<file path="config.mk">
export PLATFORM = sky130hd
export DESIGN_NAME = axil_master
export DESIGN_NICKNAME = d
export VERILOG_FILES = /design/src/rtl/axil_master.sv
export SDC_FILE = /design/constraint.sdc
export NUM_CORES = 1
export LEC_CHECK = 0
export ABC_AREA = 1
export BUFFER_PORTS_ARGS = -buffer_cell sky130_fd_sc_hd__buf_2
export CAP_MARGIN = 10
export CORE_UTILIZATION = 43
export DETAILED_ROUTE_END_ITERATION = 8
export GPL_ROUTABILITY_DRIVEN = 0
export PLACE_DENSITY_LB_ADDON = 0.15
export SYNTH_ARGS = -nofsm -noshare
export SYNTH_HDL_FRONTEND = slang
export SYNTH_SLANG_ARGS = --single-unit
</file>
<file path="constraint.sdc">
create_clock -name clk -period 1.6 [get_ports clk]
set_input_delay 0.4 -clock clk [delete_from_list [all_inputs] [get_ports clk]]
set_output_delay 0.4 -clock clk [all_outputs]
set_load 0.05 [all_outputs]
</file>
<file path="src/rtl/axil_master.sv">
// rtl/axil_master.sv - single-outstanding AXI4-Lite master bridging a simple request/response client.
// Optional response timeout with drain is compiled in by AXIL_MASTER_TIMEOUT_EN.
module axil_master #(
  parameter int ADDR_WIDTH = 32,
  parameter int DATA_WIDTH = 32,
  parameter int TIMEOUT    = 255
) (
  input  logic                    clk,
  input  logic                    rst,
  input  logic                    req_valid,
  output logic                    req_ready,
  input  logic                    req_we,
  input  logic [ADDR_WIDTH-1:0]   req_addr,
  input  logic [DATA_WIDTH-1:0]   req_wdata,
  input  logic [DATA_WIDTH/8-1:0] req_wstrb,
  output logic                    rsp_valid,
  output logic [DATA_WIDTH-1:0]   rsp_rdata,
  output logic                    rsp_err,
  output logic [ADDR_WIDTH-1:0]   awaddr,
  output logic [2:0]              awprot,
  output logic                    awvalid,
  input  logic                    awready,
  output logic [DATA_WIDTH-1:0]   wdata,
  output logic [DATA_WIDTH/8-1:0] wstrb,
  output logic                    wvalid,
  input  logic                    wready,
  input  logic [1:0]              bresp,
  input  logic                    bvalid,
  output logic                    bready,
  output logic [ADDR_WIDTH-1:0]   araddr,
  output logic [2:0]              arprot,
  output logic                    arvalid,
  input  logic                    arready,
  input  logic [DATA_WIDTH-1:0]   rdata,
  input  logic [1:0]              rresp,
  input  logic                    rvalid,
  output logic                    rready
);

  localparam int STRB_WIDTH = DATA_WIDTH / 8;

  typedef enum logic [2:0] {
    IDLE  = 3'd0,
    WR    = 3'd1,
    WR_B  = 3'd2,
    RD_AR = 3'd3,
    RD_R  = 3'd4,
    DONE  = 3'd5
`ifdef AXIL_MASTER_TIMEOUT_EN
    ,
    DRAIN = 3'd6
`endif
  } state_t;

  state_t                  r_state;
  state_t                  w_next;
  logic [ADDR_WIDTH-1:0]   r_addr;
  logic [DATA_WIDTH-1:0]   r_wdata;
  logic [STRB_WIDTH-1:0]   r_wstrb;
  logic [DATA_WIDTH-1:0]   r_rdata;
  logic                    r_err;
  logic                    r_aw_done;
  logic                    r_w_done;
  logic                    w_aw_hs;
  logic                    w_w_hs;
  logic                    w_unused_resp;

`ifdef AXIL_MASTER_TIMEOUT_EN
  localparam int TMO_W = (TIMEOUT > 1) ? $clog2(TIMEOUT) : 1;
  logic [TMO_W-1:0]        r_tmo_cnt;
  logic                    r_tmo;
  logic                    w_tmo_hit;
  assign w_tmo_hit = (r_tmo_cnt == TMO_W'(TIMEOUT - 1));
`else
  logic                    w_unused_tmo;
  assign w_unused_tmo = (TIMEOUT == 0);
`endif

  // Only resp[1] distinguishes SLVERR/DECERR from OKAY/EXOKAY.
  assign w_unused_resp = bresp[0] ^ rresp[0];

  assign w_aw_hs   = awvalid & awready;
  assign w_w_hs    = wvalid & wready;
  assign awaddr    = r_addr;
  assign araddr    = r_addr;
  assign awprot    = 3'b000;
  assign arprot    = 3'b000;
  assign wdata     = r_wdata;
  assign wstrb     = r_wstrb;
  assign rsp_rdata = r_rdata;
  assign rsp_err   = (r_state == DONE) & r_err;

  always_ff @(posedge clk) begin
    if (rst) begin
      r_state <= IDLE;
    end else begin
      r_state <= w_next;
    end
  end

  always_comb begin
    w_next    = r_state;
    req_ready = 1'b0;
    awvalid   = 1'b0;
    wvalid    = 1'b0;
    bready    = 1'b0;
    arvalid   = 1'b0;
    rready    = 1'b0;
    rsp_valid = 1'b0;
    case (r_state)
      IDLE: begin
        req_ready = 1'b1;
        if (req_valid) begin
          w_next = req_we ? WR : RD_AR;
        end
      end
      WR: begin
        // Each valid is a pure function of its own done flag, never of ready.
        awvalid = ~r_aw_done;
        wvalid  = ~r_w_done;
        if ((r_aw_done | awready) && (r_w_done | wready)) begin
          w_next = WR_B;
        end
      end
      WR_B: begin
        bready = 1'b1;
        if (bvalid) begin
          w_next = DONE;
        end
`ifdef AXIL_MASTER_TIMEOUT_EN
        else if (w_tmo_hit) begin
          w_next = DONE;
        end
`endif
      end
      RD_AR: begin
        arvalid = 1'b1;
        if (arready) begin
          w_next = RD_R;
        end
      end
      RD_R: begin
        rready = 1'b1;
        if (rvalid) begin
          w_next = DONE;
        end
`ifdef AXIL_MASTER_TIMEOUT_EN
        else if (w_tmo_hit) begin
          w_next = DONE;
        end
`endif
      end
      DONE: begin
        rsp_valid = 1'b1;
        w_next    = IDLE;
`ifdef AXIL_MASTER_TIMEOUT_EN
        if (r_tmo) begin
          w_next = DRAIN;
        end
`endif
      end
`ifdef AXIL_MASTER_TIMEOUT_EN
      DRAIN: begin
        // Swallow the late response so it cannot be mistaken for the next one.
        bready = 1'b1;
        rready = 1'b1;
        if (bvalid | rvalid) begin
          w_next = IDLE;
        end
      end
`endif
      default: begin
        w_next = IDLE;
      end
    endcase
  end

  always_ff @(posedge clk) begin
    if (rst) begin
      r_addr    <= '0;
      r_wdata   <= '0;
      r_wstrb   <= '0;
      r_rdata   <= '0;
      r_err     <= 1'b0;
      r_aw_done <= 1'b0;
      r_w_done  <= 1'b0;
`ifdef AXIL_MASTER_TIMEOUT_EN
      r_tmo_cnt <= '0;
      r_tmo     <= 1'b0;
`endif
    end else begin
      case (r_state)
        IDLE: begin
          if (req_valid) begin
            r_addr    <= req_addr;
            r_wdata   <= req_wdata;
            r_wstrb   <= req_wstrb;
            r_rdata   <= '0;
            r_err     <= 1'b0;
            r_aw_done <= 1'b0;
            r_w_done  <= 1'b0;
`ifdef AXIL_MASTER_TIMEOUT_EN
            r_tmo_cnt <= '0;
            r_tmo     <= 1'b0;
`endif
          end
        end
        WR: begin
          if (w_aw_hs) begin
            r_aw_done <= 1'b1;
          end
          if (w_w_hs) begin
            r_w_done <= 1'b1;
          end
        end
        WR_B: begin
          if (bvalid) begin
            r_err <= bresp[1];
          end
`ifdef AXIL_MASTER_TIMEOUT_EN
          else if (w_tmo_hit) begin
            r_err <= 1'b1;
            r_tmo <= 1'b1;
          end
          r_tmo_cnt <= r_tmo_cnt + 1'b1;
`endif
        end
        RD_R: begin
          if (rvalid) begin
            r_rdata <= rdata;
            r_err   <= rresp[1];
          end
`ifdef AXIL_MASTER_TIMEOUT_EN
          else if (w_tmo_hit) begin
            r_err <= 1'b1;
            r_tmo <= 1'b1;
          end
          r_tmo_cnt <= r_tmo_cnt + 1'b1;
`endif
        end
        default: begin
        end
      endcase
    end
  end

endmodule

</file>
# [Word level (Yosys, flattened, before mapping)]
# Index checks and enable logic that the tools add are counted.
[totals] regBits=106 in_bits=113 wordCells=63
[classes] eq_ne=12 n_mux=25 bitwise=7 reduce_logical=11
[op_table] cell="32-bit two-way mux" n=2
[op_table] cell="32-bit case mux with 2 select lines" n=1
[op_table] cell="3-bit two-way mux" n=5
[op_table] cell="3-bit case mux with 5 select lines" n=1
[op_table] cell="2-bit inequality test (second input constant)" n=7
[op_table] cell="1-bit two-way mux" n=12
[op_table] cell="3-bit AND reduction" n=3
[op_table] cell="3-bit by 2-bit == test with 1-bit output (second input constant)" n=2
[op_table] cell="3-bit == test (second input constant)" n=2
[op_table] cell="5-bit AND reduction" n=1
[op_table] cell="1-bit case mux with 2 select lines" n=2
[op_table] cell="4-bit AND reduction" n=1
[op_table] cell="2-bit nonzero test" n=2
[op_table] cell="1-bit bitwise AND" n=3
[op_table] cell="3-bit by 1-bit == test with 1-bit output (second input constant)" n=1
[op_table] cell="3-bit logical NOT" n=1
[op_table] cell="1-bit case mux with 3 select lines" n=1
[op_table] cell="3-bit nonzero test" n=1
[op_table] cell="2-bit two-way mux" n=1
[op_table] cell="1-bit NOT" n=2
[op_table] cell="1-bit OR" n=2
[op_table] cell="2-bit AND reduction" n=1
[op_table] cell="1-bit logical AND" n=1

# [Logic depth before layout (Yosys ltp)]
[depth] depth_word=5 mapped_depth=9

# [Least setup slack after synthesis]
# No wires, ideal clock.
[synth_path] path_kind="register -> output" from="reg r_state[2]" to="out rsp_err" arrival_time_ns=2.212 required_time_ns=1.200 path_slack_ns=-1.012 stages_incl_launch_ff=4 path_cell_list="dfxtp_1 -> inv_1 -> nor3_1 -> and2_1"
[synth_via] elab_chain_len=2
[synth_rtl] element="from (decl)" line_no="55" text="state_t r_state;"
[synth_rtl] element="from (signal assigned)" line_no="97" text="r_state <= w_next;"
[synth_rtl] element="3-bit == test" line_no="91" text="assign rsp_err = (r_state == DONE) & r_err;"
[synth_rtl] element="1-bit bitwise AND" line_no="91"
[synth_rtl] element="to (decl)" line_no="18" text="output logic rsp_err,"
# Every way passes these cells.

# [Worst setup path after layout]
[layout_path] from="reg r_state[1]" to="out rready"
[layout_via] elab_chain_len=2
[layout_rtl] element="3-bit == test" line_no="110" text="case (r_state)"
[layout_rtl] element="1-bit two-way mux" line_no="110"
[layout_rtl] element="to (decl)" line_no="37" text="output logic rready"
# Every way passes these cells.

==> out/qor.yml <==
outcome:
  violations: "setup timing"
  outcome: "finished with violations"
synthesis:
  postSynthCellCount: 540
  syn_area_um2: 4130
  ys_top_cells_by_area: "dfxtp_1, nand2_1, a21oi_1"
  synth_cell_type_count: 19
  synth_seq_cells: 106
  synthDominantCellAreaShare: 0.514
  yosysSeqAreaShare: 0.514
  yosys.area.top_type: "dfxtp_1"
  yosys_warnings: 0
  avgSynthCellArea_um2: 7.65
setup_path:
  arrival_ns: 1.28
  path_class: "reg -> out"
  worstSetupStartpointType: "register"
  cp_data_required_time_ns: 1.20
  cp_max_fo: 4
  crit_path_end_kind: "output port"
  path_cells: "nor2_2, nand2_2, inv_1, buf_6"
  slowest_stage: "dfxtp_4"
  cp_slowest_stage_delay_ns: 0.37
clock_tree:
  cts_tree: "yes"
  clk_path_buf_depth: 2
  clkLatencyLatePin_ns: 0.36
  holdBufCountCts: 0
  cts_max_level: 3
  cts.reportedPaths.clkPinSlew_ns: 0.10
  cts-root-buf: "clkbuf_8"
  numCtsBuffers: 9
  cts_sinks: 106
floorplan:
  die_area_um2: 10000
  num_io_pins: 259
  fp.coreArea_um2: 9280
  initial_utilization: 0.445
  die_w_um: 100
  rows: 35
  fp.dieH_um: 100
cells_and_area:
  antenna_cells: 0
  fill_cells: 891
  final_net_count: 867
  drive_gt1_frac: 0.399
  syn2layout_area_growth_pct: 37.6
  seq_area_um2: 2130
  multi_input_area_um2: 1600
global_route:
  first_global_vias: 3771
  grt_overflow: 0
  track_usage: 0.220
  grt_pass1_wl_um: 17400
  antenna_found_initial: 0
  grt_max_degree: 70
sta:
  report.final.slew_viol_count: 0
  fin_hold_ws_ns: 0.274
  worst_clock_skew_ns: 0.0139
  postLayoutSetupSlackWorst_ns: -0.0849
  rsz0062_at_grt: "yes"
  setup_tns_ns: -0.323
  post-route-min-period_ns: 1.68
  post-route-period-util: 1.05
  setup_violations: 7
  hold_viol: 0
  max_clock_freq_mhz: 594
route:
  dr.pass1.iters: 5
  drtAntennaViolNets: 0
  route.detailed.drc: 0
  viasPerCell: 4.66
  wl_per_cell_um: 13.3
  num_vias: 4135
  drt_iter0_drc: 103
  drt-total-wl_um: 11800
pwr:
  leakagePower_nw: 2.79
  ir_worst_vdd_mv: 0.756
  power_density_nw_per_um2: 1750
place:
  portBuffers: 250
  preCtsSetupSlack_ns: -0.0404
  hpwl_um: 7580
job:
  cap_violations: 0
hold_path:
  hold_path_class: "in -> reg"
## synth_stat cells, drive strengths merged
library cell / number
nor2: 21
buf: 57
inv: 12
nand3b: 1
and2: 1
clkbuf: 12
a21oi: 106
dfxtp: 106
conb: 1
nor3: 3
nand3: 5
nand2: 214
o21ai: 1
## critical path, delay by kind of cell (launching register included)
kind | cells | cell delay, ns
DFF | 1 | 0.37
buffers and inverters | 2 | 0.30
and+or+nand+nor | 2 | 0.26
## layout by cell type, fill, tap and decap left out
master,Yosys,layout
nor2_2,0,1
o21ai_0,1,1
clkinvlp_4,0,1
dfxtp_4,0,2
inv_1,9,7
dfxtp_2,0,1
and2_4,0,1
inv_2,2,3
buf_4,43,8
nor3_1,3,2
a21oi_1,106,106
dfxtp_1,106,103
nand2_2,0,1
buf_2,11,241
clkbuf_16,0,1
nand2_1,213,211
nor3_4,0,1
conb_1,1,6
nor2_1,18,14
inv_4,1,1
nand3_1,5,3
buf_16,0,1
clkbuf_1,12,2
nand3_2,0,1
buf_6,3,6
nand2_4,1,2
buf_12,0,4
inv_6,0,2
nor2_4,3,7
clkbuf_8,0,9
buf_8,0,5
nand3_4,0,1
bufinv_16,0,1
clkinv_4,0,2
nand3b_1,1,1
## final cells by class
cell class                 count  share of cell area
sequential                   106               0.375
multi-input combinational    359               0.282
timing repair buffer         266               0.271
tap                          129              0.0284
clock buffer                  11              0.0231
clock inverter                 5              0.0112
inverter                      12             0.00925
## registers in the layout, indices dropped and copies added, names as in the netlist
register,count
r_w_done,1
wdata,32
r_err,1
rsp_rdata,32
r_aw_done,1
araddr,32
wstrb,4
r_state,3
## final timing paths
| check | start | end | slack (ns) | cells past startpoint |
|---|---|---|---|---|
| setup reg to reg | r_state[2] | wdata[17] | 0.13 | 7 |
| hold reg to reg | rsp_rdata[31] | rsp_rdata[31] | 0.46 | 2 |
| hold / removal | req_addr[27] | araddr[27] | 0.27 | 3 |
| setup / recovery | r_state[1] | rready | -0.08 | 4 |
## stage by stage
stage / instances / power [mW] / cell area [um^2] / utilization
floorplan: 545 / 7.02 / 4170 / -
global placement: 862 / 7.77 / 5230 / 0.563
detailed placement: 862 / 7.82 / 5230 / 0.563
CTS: 882 / 9.76 / 5560 / 0.599
global route: 888 / 10.5 / 5680 / 0.612
finish: 888 / 9.94 / 5680 / 0.612
## cells by family after synthesis
kind of cell	Yosys count	share of synthesized area
other cells	1	0.000908
buf+inv	81	0.122
simple gates	245	0.234
compound gates	107	0.130
flops	106	0.514
## power by group
part | internal [mW] | switching, mW
combinational | 1.35 | 3.64
clock | 0.738 | 0.894
sequential | 3.06 | 0.265
total | 5.15 | 4.80
## routing by layer
layer / wire (um) / global-route usage
met1: 4910 / 0.243
met2: 5930 / 0.410
met3: 702 / 0.0481
met4: 228 / 0.0892
met5: 0 / 0
## timing repair
action / 4_1_cts / 5_1_grt
buffers inserted: 3 / 5
setup endpoints to repair: 40 / 68
pin swaps: 4 / 4
gates cloned: 1 / 1
resized for setup: 34 / 14
endpoints found under the hold margin: 0 / 0
Power figures use the tool's default switching activity.
